--- src/rtl/credit_link_tx.sv ---
`default_nettype none
// ============================================================================
// credit_link_tx : credit-flow-controlled flit sender with packet framing check
// Rev 1.0
// ============================================================================
module credit_link_tx #(
  parameter int BUFFER_SIZE = 8,
  parameter int FLIT_SIZE   = 8
) (
  input  logic                             clk,
  input  logic                             rst,
  input  logic                             valid_i,
  input  logic [FLIT_SIZE-1:0]             data_i,
  output logic                             ready_o,
  input  logic                             credit_i,
  output logic                             write_o,
  output logic [FLIT_SIZE-1:0]             data_o,
  output logic [$clog2(BUFFER_SIZE+1)-1:0] credits_o,
  output logic                             in_packet_o,
  output logic                             error_o
);

  localparam int            CW          = $clog2(BUFFER_SIZE + 1);
  localparam logic [CW-1:0] MAX_CREDITS = CW'(BUFFER_SIZE);
  localparam logic [1:0]    FT_HEAD     = 2'b00;
  localparam logic [1:0]    FT_BODY     = 2'b01;
  localparam logic [1:0]    FT_TAIL     = 2'b10;

  typedef enum logic [0:0] {
    IDLE      = 1'b0,
    IN_PACKET = 1'b1
  } state_t;

  state_t        state, state_next;
  logic [CW-1:0] credits, credits_next;
  logic          send;
  logic          overflow;
  logic          frame_err;
  logic          error;
  logic [1:0]    flit_type;

  // Ready depends on registered credits only, so a same-cycle credit cannot enable a send.
  assign ready_o   = (credits != '0);
  assign send      = valid_i && ready_o;
  assign flit_type = data_i[FLIT_SIZE-1 -: 2];

  always_comb begin
    credits_next = credits;
    overflow     = 1'b0;
    case ({credit_i, send})
      2'b10: begin
        if (credits == MAX_CREDITS) begin
          overflow = 1'b1;
        end else begin
          credits_next = credits + CW'(1);
        end
      end
      2'b01:   credits_next = credits - CW'(1);
      default: credits_next = credits;
    endcase
  end

  always_comb begin
    state_next = state;
    frame_err  = 1'b0;
    if (send) begin
      case (flit_type)
        FT_HEAD: begin
          if (state == IDLE) state_next = IN_PACKET;
          else               frame_err  = 1'b1;
        end
        FT_BODY: begin
          if (state == IDLE) frame_err = 1'b1;
        end
        FT_TAIL: begin
          if (state == IN_PACKET) state_next = IDLE;
          else                    frame_err  = 1'b1;
        end
        default: begin
          state_next = IDLE;
          if (state == IN_PACKET) frame_err = 1'b1;
        end
      endcase
    end
  end

  always_ff @(posedge clk or negedge rst) begin
    if (!rst) begin
      state   <= IDLE;
      credits <= MAX_CREDITS;
      error   <= 1'b0;
      write_o <= 1'b0;
      data_o  <= '0;
    end else begin
      state   <= state_next;
      credits <= credits_next;
      error   <= error | overflow | frame_err;
      write_o <= send;
      if (send) data_o <= data_i;
    end
  end

  assign credits_o   = credits;
  assign in_packet_o = (state == IN_PACKET);
  assign error_o     = error;

endmodule
`default_nettype wire

--- config.mk ---
export PLATFORM = sky130hd
export DESIGN_NAME = credit_link_tx
export DESIGN_NICKNAME = d
export VERILOG_FILES = /design/src/rtl/credit_link_tx.sv
export SDC_FILE = /design/constraint.sdc
export NUM_CORES = 1
export LEC_CHECK = 0
export ABC_AREA = 1
export ABC_CLOCK_PERIOD_IN_PS = 1500
export CORE_AREA = 2 2 47 49
export CTS_BUF_LIST = sky130_fd_sc_hd__clkbuf_8
export DETAILED_ROUTE_END_ITERATION = 6
export DIE_AREA = 0 0 49 51
export HOLD_SLACK_MARGIN = 0.02
export PLACE_DENSITY = 0.75
export SLEW_MARGIN = 20
export SYNTH_ARGS = -nofsm -noshare
export SYNTH_HDL_FRONTEND = slang
export SYNTH_SLANG_ARGS = --single-unit
--- constraint.sdc ---
create_clock -name clk -period 1.5 [get_ports clk]
set_input_delay 0.3 -clock clk [delete_from_list [all_inputs] [get_ports clk]]
set_output_delay 0.3 -clock clk [all_outputs]
set_load 0.03 [all_outputs]
# Word level (Yosys, flattened, before mapping)
# Index checks and enable logic that the tools add are counted.
# totals
reg_bits	15
latchBits	0
mem_bits_rw	0
romBits	0
memories	0
# op_classes
add_sub_neg	2
multipliers	0
n_div	0
magnitude_cmp	0
n_eq_ne	6
shifts	0
mux	9
bitwise_logic	3
reduce_logical	7
# ops
cell	n
$pmux W4 S2	1
$mux W1	6
$add A4 B1 Y4 const B	1
$eq A2 B1 Y1 const B	2
$eq A2 B2 Y1 const B	2
$eq A4 B4 Y1 const B	1
$mux W4	1
$reduce_and A2 Y1	2
$reduce_bool A4 Y1	1
$sub A4 B1 Y4 const B	1
$logic_not A2 Y1	1
$ne A2 B2 Y1 const B	1
$or A1 B1 Y1	2
$pmux W1 S2	1
$reduce_bool A2 Y1	1
$reduce_or A2 Y1	1
$logic_and A1 B1 Y1	1
$not A1 Y1	1

# Depth between registers and ports, before layout
# logic_depth
depth_word	6
ltp_mapped	11
ltp_nobuf	11

# Worst setup path before layout
# No wires, ideal clock.
# synth_timing
path_kind	flip-flop to flip-flop
start	reg credits[3] (netlist: credits_o[3])
end	reg credits[2] (netlist: credits_o[2])
setup_time_ns	0.082
arrival_ns	1.722
t_required_ns	1.418
slack_ns	-0.304
stages_incl_launch_ff	11
path_buffers	0
synth_period_minus_slack_ns	1.804
path_cell_list	dfstp_2 nor2_2 nand2_4 nand4_2 nand2_1 inv_1 ha_1 or2_1 clkinv_1 nand2_1 a31oi_1
# synth_between
elab_chain_cells	5
# synth_lines
item	line_no	text
from (decl)	35	logic [CW-1:0] credits, credits_next;
from (signal assigned)	96	credits <= credits_next;
$reduce_bool A4 Y1 *	43	assign ready_o = (credits != '0);
via ready_o	14	output logic ready_o,
$logic_and A1 B1 Y1 *	44	assign send = valid_i && ready_o;
$eq A2 B2 Y1 / $eq A2 B1 Y1 (equally long branches)	50	case ({credit_i, send})
$ne A2 B2 Y1 (no line) / $reduce_bool A2 Y1 (equally long branches)	n/a	
$reduce_and A2 Y1 (no line)	n/a	
# The timed path passes the listed nets; every way through them passes the cells marked *.
# A chain may end at the register's enable or synchronous reset.

# Final worst setup path
# layout_timing
start	reg credits[0] (netlist: credits_o[0])
end	reg credits[2] (netlist: credits_o[2])
# layout_between
elab_chain_cells	5
# layout_lines
item
branches (longest 5 deep; another with $add A4 B1 Y4)
# Several ways; the timed one is not identified. The select of a mux whose other input is x is not followed.

==> impl_metrics.json <==
{
  "status": "finished with violations",
  "violations": "negative setup slack",
  "cts.path.max_buffers": 2,
  "fin_crit_ns": 1.63,
  "dr.pass1.iters": 4,
  "io_buffers": 27,
  "cp-end-kind": "register",
  "place.gp.congestion": 0.963,
  "synth.distinct_cells": 25,
  "yosysSeqAreaShare_pct": 48.2,
  "vdd_drop_max_uv": 1110,
  "path_class": "reg2reg",
  "syn-cell-area_um2": 782,
  "fin_skew_ns": 0.000860,
  "grt_pass1_vias": 786,
  "num_io_pins": 28,
  "cap_violations": 0,
  "setup_ws_ns": -0.134,
  "h-tree-depth": 1,
  "grt-ovfl-total": 0,
  "ys_ff_latch": 15,
  "dieArea_mm2": 0.00250,
  "regArea_um2": 380,
  "power_leakage_nw": 0.702,
  "synth_area_per_cell_um2": 8.50,
  "cts_tree": "yes",
  "final-max-slew-violation-count": 0,
  "netlist_instances": 92,
  "placed_area_mm2": 0.00124,
  "powerDensity_mw_per_mm2": 1720,
  "areaGrowthSynthToFinish_pct": 71.8,
  "fill_cells": 190,
  "worst-r2r-cell-count": 11,
  "rrSetupSlack_ns": -0.13,
  "via_count": 816,
  "start_util_pct": 37.9,
  "antenna_found_initial": 0,
  "report.final.hold_viol_count": 0,
  "cts_root_buffer": "clkbuf_8",
  "clkTransAtPathRegs_ns": 0.06,
  "path_max_fanout": 4,
  "placeableCoreArea_mm2": 0.00206,
  "detail_route.wl_per_cell_um": 12.1,
  "p_int_mw": 1.30,
  "synth_top_area_cell": "dfrtp_1",
  "synthDominantCellAreaShare_pct": 44.8,
  "p_sw_mw": 1.02,
  "drive_above_1_share_pct": 34.0,
  "crit_start": "credits_o[0]",
  "hpwl_um": 1510,
  "fin_nets": 160,
  "num_antenna_cells": 0,
  "slew_headroom_pct": 77.6,
  "rsz0062_at_grt": "yes",
  "setup_violations": 3,
  "r2r-start": "credits_o[0]",
  "die_w_um": 49,
  "cts-buffers-inserted": 3,
  "p_total_mw": 2.31,
  "cp.required_ns": 1.66,
  "tns_ns": -0.223,
  "clock.fmax_mhz": 612,
  "drcViolationCount": 0,
  "synth_area_leaders": "dfrtp_1 45%, nand2_1 15%, ha_1 4.8%",
  "hold_slack_ns": 0.387,
  "grt_usage_pct": 17.2,
  "synth_top_flop_cell": "dfrtp_1",
  "hold_buffers": 0,
  "final_util_pct": 65.1,
  "drt_iter0_markers": 12,
  "rows": 17,
  "grt_pass1_wl_um": 3320,
  "period_share_pct": 109,
  "grt_max_degree": 16,
  "via_per_inst": 4.74,
  "numClockSinks": 15,
  "drt-total-wl_um": 2080,
  "critPathLaunchType": "register",
  "synth-async-reset-ratio_pct": 100,
  "die_h_um": 51,
  "multiInputGateArea_um2": 413,
  "pwr-share-seq_pct": 28.1,
  "drtAntennaViolNets": 0,
  "synth_edf_count": 0,
  "design_area_mm2": 0.00134,
  "r2r_end": "credits_o[2]",
  "pwr-share-comb_pct": 58.0,
  "crit_end": "credits_o[2]",
  "tightestPinTransition_ns": 0.335,
  "switching_share_pct": 43.9,
  "synth_nets": 107,
  "synth_common_cells": "31 x nand2_1, 14 x dfrtp_1, 9 x inv_1",
  "synth.most_common_cell": "nand2_1",
  "ys_warn_count": 0,
  "cp_data_arrival_time_ns": 1.79,
  "power_frac_clock_pct": 13.9,
  "hold_path_class": "in2async",
  "insertion_delay_ns": 0.24
}
==> cell families after synthesis <==
group | after synthesis | share of synthesized area [%]
and+or+nand+nor | 49 | 30.4
muxes | 1 | 1.44
adders and majority gates | 3 | 4.80
DFF | 15 | 48.2
xor gates and xnor gates | 3 | 3.36
buffers and inverters | 14 | 6.88
AOI/OAI and AO/OA | 7 | 4.96
==> per-stage QoR <==
| step | std cells | worst slack, ns |
|---|---|---|
| 6_report | 172 | -0.134 |
| 5_1_grt | 172 | -0.248 |
| 4_1_cts | 169 | -0.103 |
| 3_5_place_dp | 165 | -0.398 |
| 3_3_place_gp | 165 | -0.314 |
| 2_1_floorplan | 92 | -0.236 |
==> worst min path at each step <==
stage | end | slack (ns) | depth (start not counted)
after floorplan | credits_o[0] | 0.004 | 0
after global placement | data_o[4] | 0.46 | 2
after detailed placement | error_o | 0.47 | 2
after CTS | data_o[6] | 0.39 | 2
after global routing | data_o[3] | 0.40 | 2
final | data_o[6] | 0.39 | 2
==> what timing repair did <==
action / in CTS / in global routing
buffers inserted: 0 / 4
endpoints found under the setup margin: 16 / 6
pin swaps: 0 / 4
gates resized for setup: 17 / 13
==> area by class of cell <==
| cell class | instances | share of cell area [%] |
|---|---|---|
| clock buffers | 3 | 3.07 |
| clock inverters | 1 | 0.279 |
| inverters | 13 | 3.82 |
| multi-input cells | 63 | 30.7 |
| flip-flops and latches | 15 | 28.3 |
| well taps | 28 | 2.61 |
| repair buffers | 49 | 31.2 |
==> power by group through the flow <==
stage	Combinational (mW)	Clock, mW	Sequential (mW)
floorplan	0.444	0	0.929
global placement	1.26	0	0.657
detailed placement	1.28	0	0.663
CTS	1.22	0.322	0.653
global route	1.45	0.345	0.669
finish	1.34	0.320	0.650
==> per-layer routing <==
layer	vias to the layer above	GRT usage, %	wire length (um)	share of wire (%)
met5	-	0	0	0
met1	375	20.6	873	42
met4	0	8.57	72	3.5
met3	10	3.80	125	6.0
li1	392	-	-	-
met2	39	29.2	1000	48
==> worst max-delay path: stages, from the launching register on <==
cell and delay, ns:
dfrtp_2 0.44, nor2_4 0.16, nand2_4 0.09, nand3_4 0.08, nand2_2 0.05, nand2_2 0.07
inv_1 0.04, ha_1 0.17, or2_1 0.22, clkinv_1 0.05, nand2_1 0.04, a31oi_1 0.13
==> state kept, by name, indices dropped and copies added, names as in the netlist <==
| signal | flops |
|---|---|
| data_o | 8 |
| credits_o | 4 |
| error_o | 1 |
| in_packet_o | 1 |
| write_o | 1 |
==> cells in the final DEF (no fill, tap or decap), drive strengths merged <==
cell type and n:
a21oi 1, dfrtp 14, nand4 1, clkdlybuf4s50 10
nor2 6, mux2 1, o21ai 4, inv 13
a31oi 1, dlygate4sd2 15, dfstp 1, buf 24
xor2 2, clkinv 1, nand3 8, ha 3
o31ai 1, xnor2 1, clkbuf 3, nand2 33
or2 1
Power figures use the tool's default switching activity.
